**config.mk**
```make
export PLATFORM = sky130hd
export DESIGN_NAME = fpnew_slice_req_arbiter
export DESIGN_NICKNAME = d
export VERILOG_FILES = /design/src/rtl/fpnew_slice_req_arbiter_pkg.sv /design/src/rtl/fpnew_slice_req_arbiter_id_fifo.sv /design/src/rtl/fpnew_slice_req_arbiter.sv
export SDC_FILE = /design/constraint.sdc
export NUM_CORES = 1
export LEC_CHECK = 0
export CAP_MARGIN = 0
export CORE_AREA = 2 2 169 171
export CTS_CLUSTER_DIAMETER = 40
export CTS_CLUSTER_SIZE = 14
export DETAILED_ROUTE_END_ITERATION = 10
export DIE_AREA = 0 0 171 173
export GPL_ROUTABILITY_DRIVEN = 0
export PLACE_DENSITY = 0.51
export REMOVE_ABC_BUFFERS = 1
export SYNTH_ARGS = -nofsm -noshare
export SYNTH_HDL_FRONTEND = slang
export SYNTH_SLANG_ARGS = --single-unit
```
**constraint.sdc**
```tcl
create_clock -name clk_i -period 5.25 [get_ports clk_i]
set_input_delay 0.7875 -clock clk_i [delete_from_list [all_inputs] [get_ports clk_i]]
set_output_delay 0.7875 -clock clk_i [all_outputs]
set_load 0.01 [all_outputs]
```
**src/rtl/fpnew_slice_req_arbiter_pkg.sv**
```systemverilog
// fpnew_slice_req_arbiter_pkg: shared slice request/response types and round-robin helper
package fpnew_slice_req_arbiter_pkg;

    localparam int unsigned WIDTH        = 32;
    localparam int unsigned NUM_OPERANDS = 3;
    localparam int unsigned NUM_LANES    = 1;
    localparam int unsigned TAG_WIDTH    = 4;
    localparam int unsigned MAX_REQ      = 8;
    localparam int unsigned RR_W         = $clog2(MAX_REQ);

    typedef enum logic [2:0] {
        RNE = 3'b000,
        RTZ = 3'b001,
        RDN = 3'b010,
        RUP = 3'b011,
        RMM = 3'b100,
        DYN = 3'b111
    } roundmode_e;

    typedef enum logic [3:0] {
        FMADD, FNMSUB, ADD, MUL, DIV, SQRT, SGNJ, MINMAX,
        CMP, CLASSIFY, F2F, F2I, I2F, CPKAB, CPKCD
    } operation_e;

    typedef struct packed {
        logic nv;
        logic dz;
        logic of;
        logic uf;
        logic nx;
    } status_t;

    typedef struct packed {
        logic [NUM_OPERANDS-1:0][WIDTH-1:0] operands;
        logic [NUM_OPERANDS-1:0]            is_boxed;
        roundmode_e                         rnd_mode;
        operation_e                         op;
        logic                               op_mod;
        logic                               vectorial_op;
        logic [NUM_LANES-1:0]               simd_mask;
        logic [TAG_WIDTH-1:0]               tag;
    } slice_req_t;

    typedef struct packed {
        logic [WIDTH-1:0]     result;
        status_t              status;
        logic                 extension_bit;
        logic [TAG_WIDTH-1:0] tag;
    } slice_rsp_t;

    // First set bit of mask at or above ptr, wrapping at n; returns ptr if mask is empty.
    function automatic logic [RR_W-1:0] rr_next(input logic [MAX_REQ-1:0] mask,
                                                 input logic [RR_W-1:0] ptr,
                                                 input int n);
        logic found;
        int   j;
        rr_next = ptr;
        found   = 1'b0;
        for (int i = 0; i < int'(MAX_REQ); i++) begin
            j = int'(ptr) + i;
            if (j >= n) j -= n;
            if (i < n && !found && mask[j]) begin
                found   = 1'b1;
                rr_next = RR_W'(j);
            end
        end
    endfunction

endpackage

```
**src/rtl/fpnew_slice_req_arbiter_id_fifo.sv**
```systemverilog
// fpnew_slice_id_fifo: in-order requester-id FIFO tracking operations inside the slice
module fpnew_slice_id_fifo #(
    parameter int unsigned Depth     = 4,
    parameter int unsigned DataWidth = 1
) (
    input  logic                 clk_i,
    input  logic                 rst_ni,
    input  logic                 flush_i,
    input  logic                 push_i,
    input  logic [DataWidth-1:0] data_i,
    input  logic                 pop_i,
    output logic                 full_o,
    output logic                 empty_o,
    output logic [DataWidth-1:0] head_o
);

    localparam int unsigned PtrW = Depth > 1 ? $clog2(Depth) : 1;
    localparam int unsigned CntW = $clog2(Depth + 1);

    logic [PtrW-1:0]      rd_q, wr_q;
    logic [CntW-1:0]      cnt_q;
    logic [DataWidth-1:0] mem_q [Depth];
    logic                 do_push, do_pop;

    assign full_o  = cnt_q == CntW'(Depth);
    assign empty_o = cnt_q == '0;
    assign head_o  = mem_q[rd_q];
    assign do_push = push_i && !full_o && !flush_i;
    assign do_pop  = pop_i && !empty_o && !flush_i;

    // Pointer and occupancy bookkeeping; flush drops everything in flight.
    always_ff @(posedge clk_i or negedge rst_ni) begin
        if (!rst_ni) begin
            rd_q  <= '0;
            wr_q  <= '0;
            cnt_q <= '0;
        end else if (flush_i) begin
            rd_q  <= '0;
            wr_q  <= '0;
            cnt_q <= '0;
        end else begin
            if (do_push) wr_q <= (wr_q == PtrW'(Depth - 1)) ? '0 : wr_q + 1'b1;
            if (do_pop) rd_q <= (rd_q == PtrW'(Depth - 1)) ? '0 : rd_q + 1'b1;
            cnt_q <= cnt_q + CntW'(do_push) - CntW'(do_pop);
        end
    end

    // Id storage; contents are only meaningful between push and pop, so no reset.
    always_ff @(posedge clk_i) begin
        if (do_push) mem_q[wr_q] <= data_i;
    end

endmodule

```
**src/rtl/fpnew_slice_req_arbiter.sv**
```systemverilog
// fpnew_slice_req_arbiter: round-robin sharing of one FPU slice between requesters with in-order result routing
module fpnew_slice_req_arbiter
    import fpnew_slice_req_arbiter_pkg::*;
#(
    parameter int unsigned NumReq      = 2,
    parameter int unsigned Width       = 32,
    parameter int unsigned NumOperands = 3,
    parameter int unsigned MaxInflight = 4
) (
    input  logic                    clk_i,
    input  logic                    rst_ni,
    input  logic [NumReq-1:0]       req_valid_i,
    output logic [NumReq-1:0]       req_ready_o,
    input  slice_req_t [NumReq-1:0] req_i,
    output logic [NumReq-1:0]       rsp_valid_o,
    input  logic [NumReq-1:0]       rsp_ready_i,
    output slice_rsp_t              rsp_o,
    output slice_req_t              slc_req_o,
    output logic                    slc_valid_o,
    input  logic                    slc_ready_i,
    input  slice_rsp_t              slc_rsp_i,
    input  logic                    slc_valid_i,
    output logic                    slc_ready_o,
    input  logic                    flush_i,
    output logic                    slc_flush_o,
    output logic                    busy_o,
    output logic                    err_o
);

    localparam int unsigned IdWidth = NumReq > 1 ? $clog2(NumReq) : 1;

    if (Width != WIDTH || NumOperands != NUM_OPERANDS || NumReq < 2 || NumReq > MAX_REQ) begin : g_param_check
        $error("fpnew_slice_req_arbiter: parameters do not match the slice types in the package");
    end

    logic [IdWidth-1:0] rr_ptr_q, locked_id_q, grant, head;
    logic               lock_q, err_q;
    logic               fifo_full, fifo_empty;
    logic               issue_en, handshake, rsp_en, pop;

    // A full FIFO blocks issue even when a pop is happening: no push/pop bypass.
    assign issue_en    = rst_ni && !fifo_full && !flush_i;
    assign grant       = lock_q ? locked_id_q
                                : IdWidth'(rr_next(MAX_REQ'(req_valid_i), RR_W'(rr_ptr_q), int'(NumReq)));
    assign slc_valid_o = issue_en && req_valid_i[grant];
    assign slc_req_o   = req_i[grant];
    assign handshake   = slc_valid_o && slc_ready_i;

    // Results go back to whichever requester sits at the FIFO head; nothing is forwarded during flush.
    assign rsp_en      = rst_ni && !fifo_empty && !flush_i;
    assign slc_ready_o = rsp_en && rsp_ready_i[head];
    assign pop         = slc_valid_i && slc_ready_o;
    assign rsp_o       = slc_rsp_i;
    assign slc_flush_o = flush_i;
    assign busy_o      = !fifo_empty || slc_valid_o;
    assign err_o       = err_q;

    // One-hot steering of accept and result-valid to the granted and head requesters.
    always_comb begin
        req_ready_o       = '0;
        rsp_valid_o       = '0;
        req_ready_o[grant] = handshake;
        rsp_valid_o[head]  = slc_valid_i && rsp_en;
    end

    // Round-robin pointer, stall lock for request stability, and sticky orphan-response error.
    always_ff @(posedge clk_i or negedge rst_ni) begin
        if (!rst_ni) begin
            rr_ptr_q    <= '0;
            locked_id_q <= '0;
            lock_q      <= 1'b0;
            err_q       <= 1'b0;
        end else begin
            lock_q <= slc_valid_o && !slc_ready_i;
            if (slc_valid_o && !slc_ready_i) locked_id_q <= grant;
            if (handshake) rr_ptr_q <= (grant == IdWidth'(NumReq - 1)) ? '0 : grant + 1'b1;
            if (slc_valid_i && fifo_empty) err_q <= 1'b1;
        end
    end

    fpnew_slice_id_fifo #(
        .Depth     (MaxInflight),
        .DataWidth (IdWidth)
    ) i_id_fifo (
        .clk_i   (clk_i),
        .rst_ni  (rst_ni),
        .flush_i (flush_i),
        .push_i  (handshake),
        .data_i  (grant),
        .pop_i   (pop),
        .full_o  (fifo_full),
        .empty_o (fifo_empty),
        .head_o  (head)
    );

endmodule

```
==> out/results.tsv <==
metric	value	unit
final hold vios	0	
gr usage total	12.1	%
Worst Setup SP	req_valid_i[0]	
Worst setup EP type	primary output	
Power Density	241	mW/mm^2
num ports	441	
Mapped Area	0.00271	mm^2
R2R cell count	10	
Total Wirelength	19.2	mm
highest-delay cell along the critical path	clkdlybuf4s50_1	
critical path class	input pin to primary output	
share of cells above drive strength 1	22.6	%
CP Buf/Inv Count	5	
Sequential Power Share	9.3	%
cell mode on critical path	clkdlybuf4s50_1	
Startpoint Class	input pin	
syn_area_per_cell	10.9	um^2
initial antenna violation count	3	
Final setup viols	0	
HPWL after DPL	17.3	mm
Setup Buffers After CTS	0	
Sw Ratio	34.4	%
Setup Skew	1.13	ps
Placeable Area	0.0276	mm^2
Root Driver	clkbuf_16	
# port buffers	356	
via count	3147	
DR pass1 iterations	4	
Design Area, Final	0.00645	mm^2
Max stage delay on crit path	590	ps
Slew @ Worst Pin	615	ps
Worst Path Arrival	3570	ps
TritonCTS clock tree	built	
Slew Viols, Final	0	
DR DRC count	0	
clock transition at the registers of the reported paths	50	ps
post-CTS sizing	0	
Hold Buf Count CTS	0	
Rel. slew slack	59.0	%
instance count on the critical path	8	
Placed Area	0.00638	mm^2
htree depth	1	
Reg-to-Reg Start	locked_id_q	
RSZ-0062 raised after global routing	false	
status	complete, no violations	
Tmin final	4360	ps
number of CTS-inserted buffers	3	
post-route ant nets	0	
Logic pwr share	81.4	%
YS warnings	0	
Seq/Total Area, Yosys	14.6	%
gr ovfl total	0	
required time of the worst setup path	4460	ps
Worst R2R End	i_id_fifo.cnt_q[2]	
Clock power frac	9.4	%
f_max	0.230	GHz
Area Overhead vs Synth	139	%
initial drt markers	85	
Pint	1020	uW
CP top delay family	buffers and inverters	
pin count of the biggest net entering global routing	57	
NetSw	536	uW
Tot Pwr	1560	uW
Fin Setup TNS	0	ps
Yosys reg bits	15	
Die Width	171	um
die area	0.0296	mm^2
Mapped Cells	248	
r2r setup slk	2600	ps
number of global-route vias before repair	3335	
Tcrit/Tclk final	83.0	%
worst setup path end	slc_req_o[13]	
cells along the critical path	clkdlybuf4s50_1 -> inv_1 -> maj3_2 -> mux2i_1 -> inv_6 -> buf_4 -> mux2_2 -> clkdlybuf4s50_1	
Clock Latency Late Sink	240	ps
Crit Path Max Fanout	56	
# nets final	842	
vias per cell	3.37	
antenna cells	0	
Hold WC Path Type	register to register	
clock sinks	15	
Initial Utilization	9.80	%
Die Height	173	um
CTS Buffer Depth	2	
# rows	61	
Max IR drop VDD	0.0961	mV
wire per inst	20.5	um
leakage power	0.00247	uW
max_cap viols	0	
Yosys cell types	33	
global-route wire length before repair	25.4	mm
-- worst min path at each step --
stage                       from  endpoint  slack [ps]  cells past startpoint
after floorplan           rst_ni     err_o         490                      0
after CTS                  err_o     err_o         480                      1
final                      err_o     err_o         470                      1
after detailed placement   err_o     err_o         470                      1
after global placement     err_o     err_o         440                      1
after global routing       err_o     err_o         490                      1
-- sequential cells by signal, indices dropped and copies added, names as in the netlist --
register,count
err_o,1
i_id_fifo.cnt_q,3
i_id_fifo.mem_q,4
i_id_fifo.rd_q,2
i_id_fifo.wr_q,2
lock_q,1
locked_id_q,1
rr_ptr_q,1
-- synthesized netlist by cell type --
library cell / instances / area share, %
a2111oi_4: 1 / 1.0
a21o_1: 1 / 0.28
a21oi_1: 1 / 0.18
and2b_1: 1 / 0.28
and3_1: 4 / 0.92
and3b_1: 1 / 0.32
buf_2: 7 / 1.3
buf_4: 43 / 12
buf_6: 5 / 2.1
dfrtp_1: 11 / 10
edfxtp_1: 4 / 4.4
fa_1: 1 / 0.74
ha_1: 6 / 2.8
inv_1: 9 / 1.2
inv_2: 1 / 0.14
maj3_2: 1 / 0.42
mux2_2: 79 / 33
mux2_4: 37 / 21
mux2i_1: 7 / 2.6
nand2_1: 3 / 0.42
nand2b_1: 2 / 0.46
nand3_1: 3 / 0.55
nor2_1: 7 / 0.97
nor2b_1: 2 / 0.46
nor3_1: 2 / 0.37
nor3b_1: 1 / 0.28
o21ai_0: 1 / 0.18
o311ai_0: 1 / 0.32
o31ai_1: 2 / 0.55
o41ai_1: 1 / 0.32
or3_1: 1 / 0.23
xnor2_1: 1 / 0.32
xor2_1: 1 / 0.32
-- layer usage --
metal,wire [um],share of wire (%),GRT usage (%)
met1,7190,37,13.2
met2,8600,45,19.0
met3,3060,16,9.04
met4,116,0.60,1.09
met5,212,1.1,4.68
-- power by group through the flow --
stage | Sequential [uW] | Clock [uW] | Combinational (uW)
floorplan | 144 | 0 | 590
global placement | 146 | 0 | 1280
detailed placement | 146 | 0 | 1280
CTS | 144 | 149 | 1290
global route | 146 | 154 | 1330
finish | 144 | 146 | 1270
-- layout make-up --
cell class / instances / area [um^2]
clock buffer: 4 / 78.8
fill: 3040 / 21200
inverter: 10 / 42.5
multi-input combinational: 168 / 1860
sequential: 15 / 395
tap: 378 / 473
timing repair buffer: 360 / 3610
-- worst reg2reg max path: stages (launching register included) --
cell and delay (ps):
dfrtp_1 410, mux2i_1 170, a2111oi_4 650, nand2_1 190
inv_1 180, ha_1 170, inv_1 40, fa_1 360
xor2_1 180, xnor2_1 140, nor2_1 50
-- cell families (layout without fill, tap and decap cells) --
family	count (synthesis)	in the layout	synth area share, %
xor+xnor	2	2	0.647
fa+ha+maj	8	8	3.93
flops	15	15	14.6
mux	123	123	56.0
compound gates	8	8	2.87
simple gates	27	27	5.27
buf+inv	65	374	16.7
-- placed cells by master (no fill, tap or decap), types with 2 or more instances in the layout --
master / Yosys / final
inv_1: 9 / 9
nor2b_1: 2 / 2
nand2_1: 3 / 3
nand3_1: 3 / 3
ha_1: 6 / 6
nor3_1: 2 / 2
clkbuf_16: 0 / 3
and3_1: 4 / 4
mux2_4: 37 / 37
clkdlybuf4s50_1: 0 / 356
buf_4: 43 / 3
edfxtp_1: 4 / 4
nor2_1: 7 / 7
dfrtp_1: 11 / 11
nand2b_1: 2 / 2
o31ai_1: 2 / 2
mux2i_1: 7 / 7
mux2_2: 79 / 79
-- stage by stage --
step / hold WS, ps / utilization, % / std cells / setup slack, ps
6_report: 470 / 23.4 / 935 / 894
3_5_place_dp: 471 / 23.1 / 931 / 902
4_1_cts: 482 / 23.4 / 935 / 896
3_3_place_gp: 442 / 23.1 / 931 / 885
5_1_grt: 493 / 23.4 / 935 / 786
2_1_floorplan: 490 / - / 193 / 1410
Note: power is estimated with default switching activity, not from simulation.
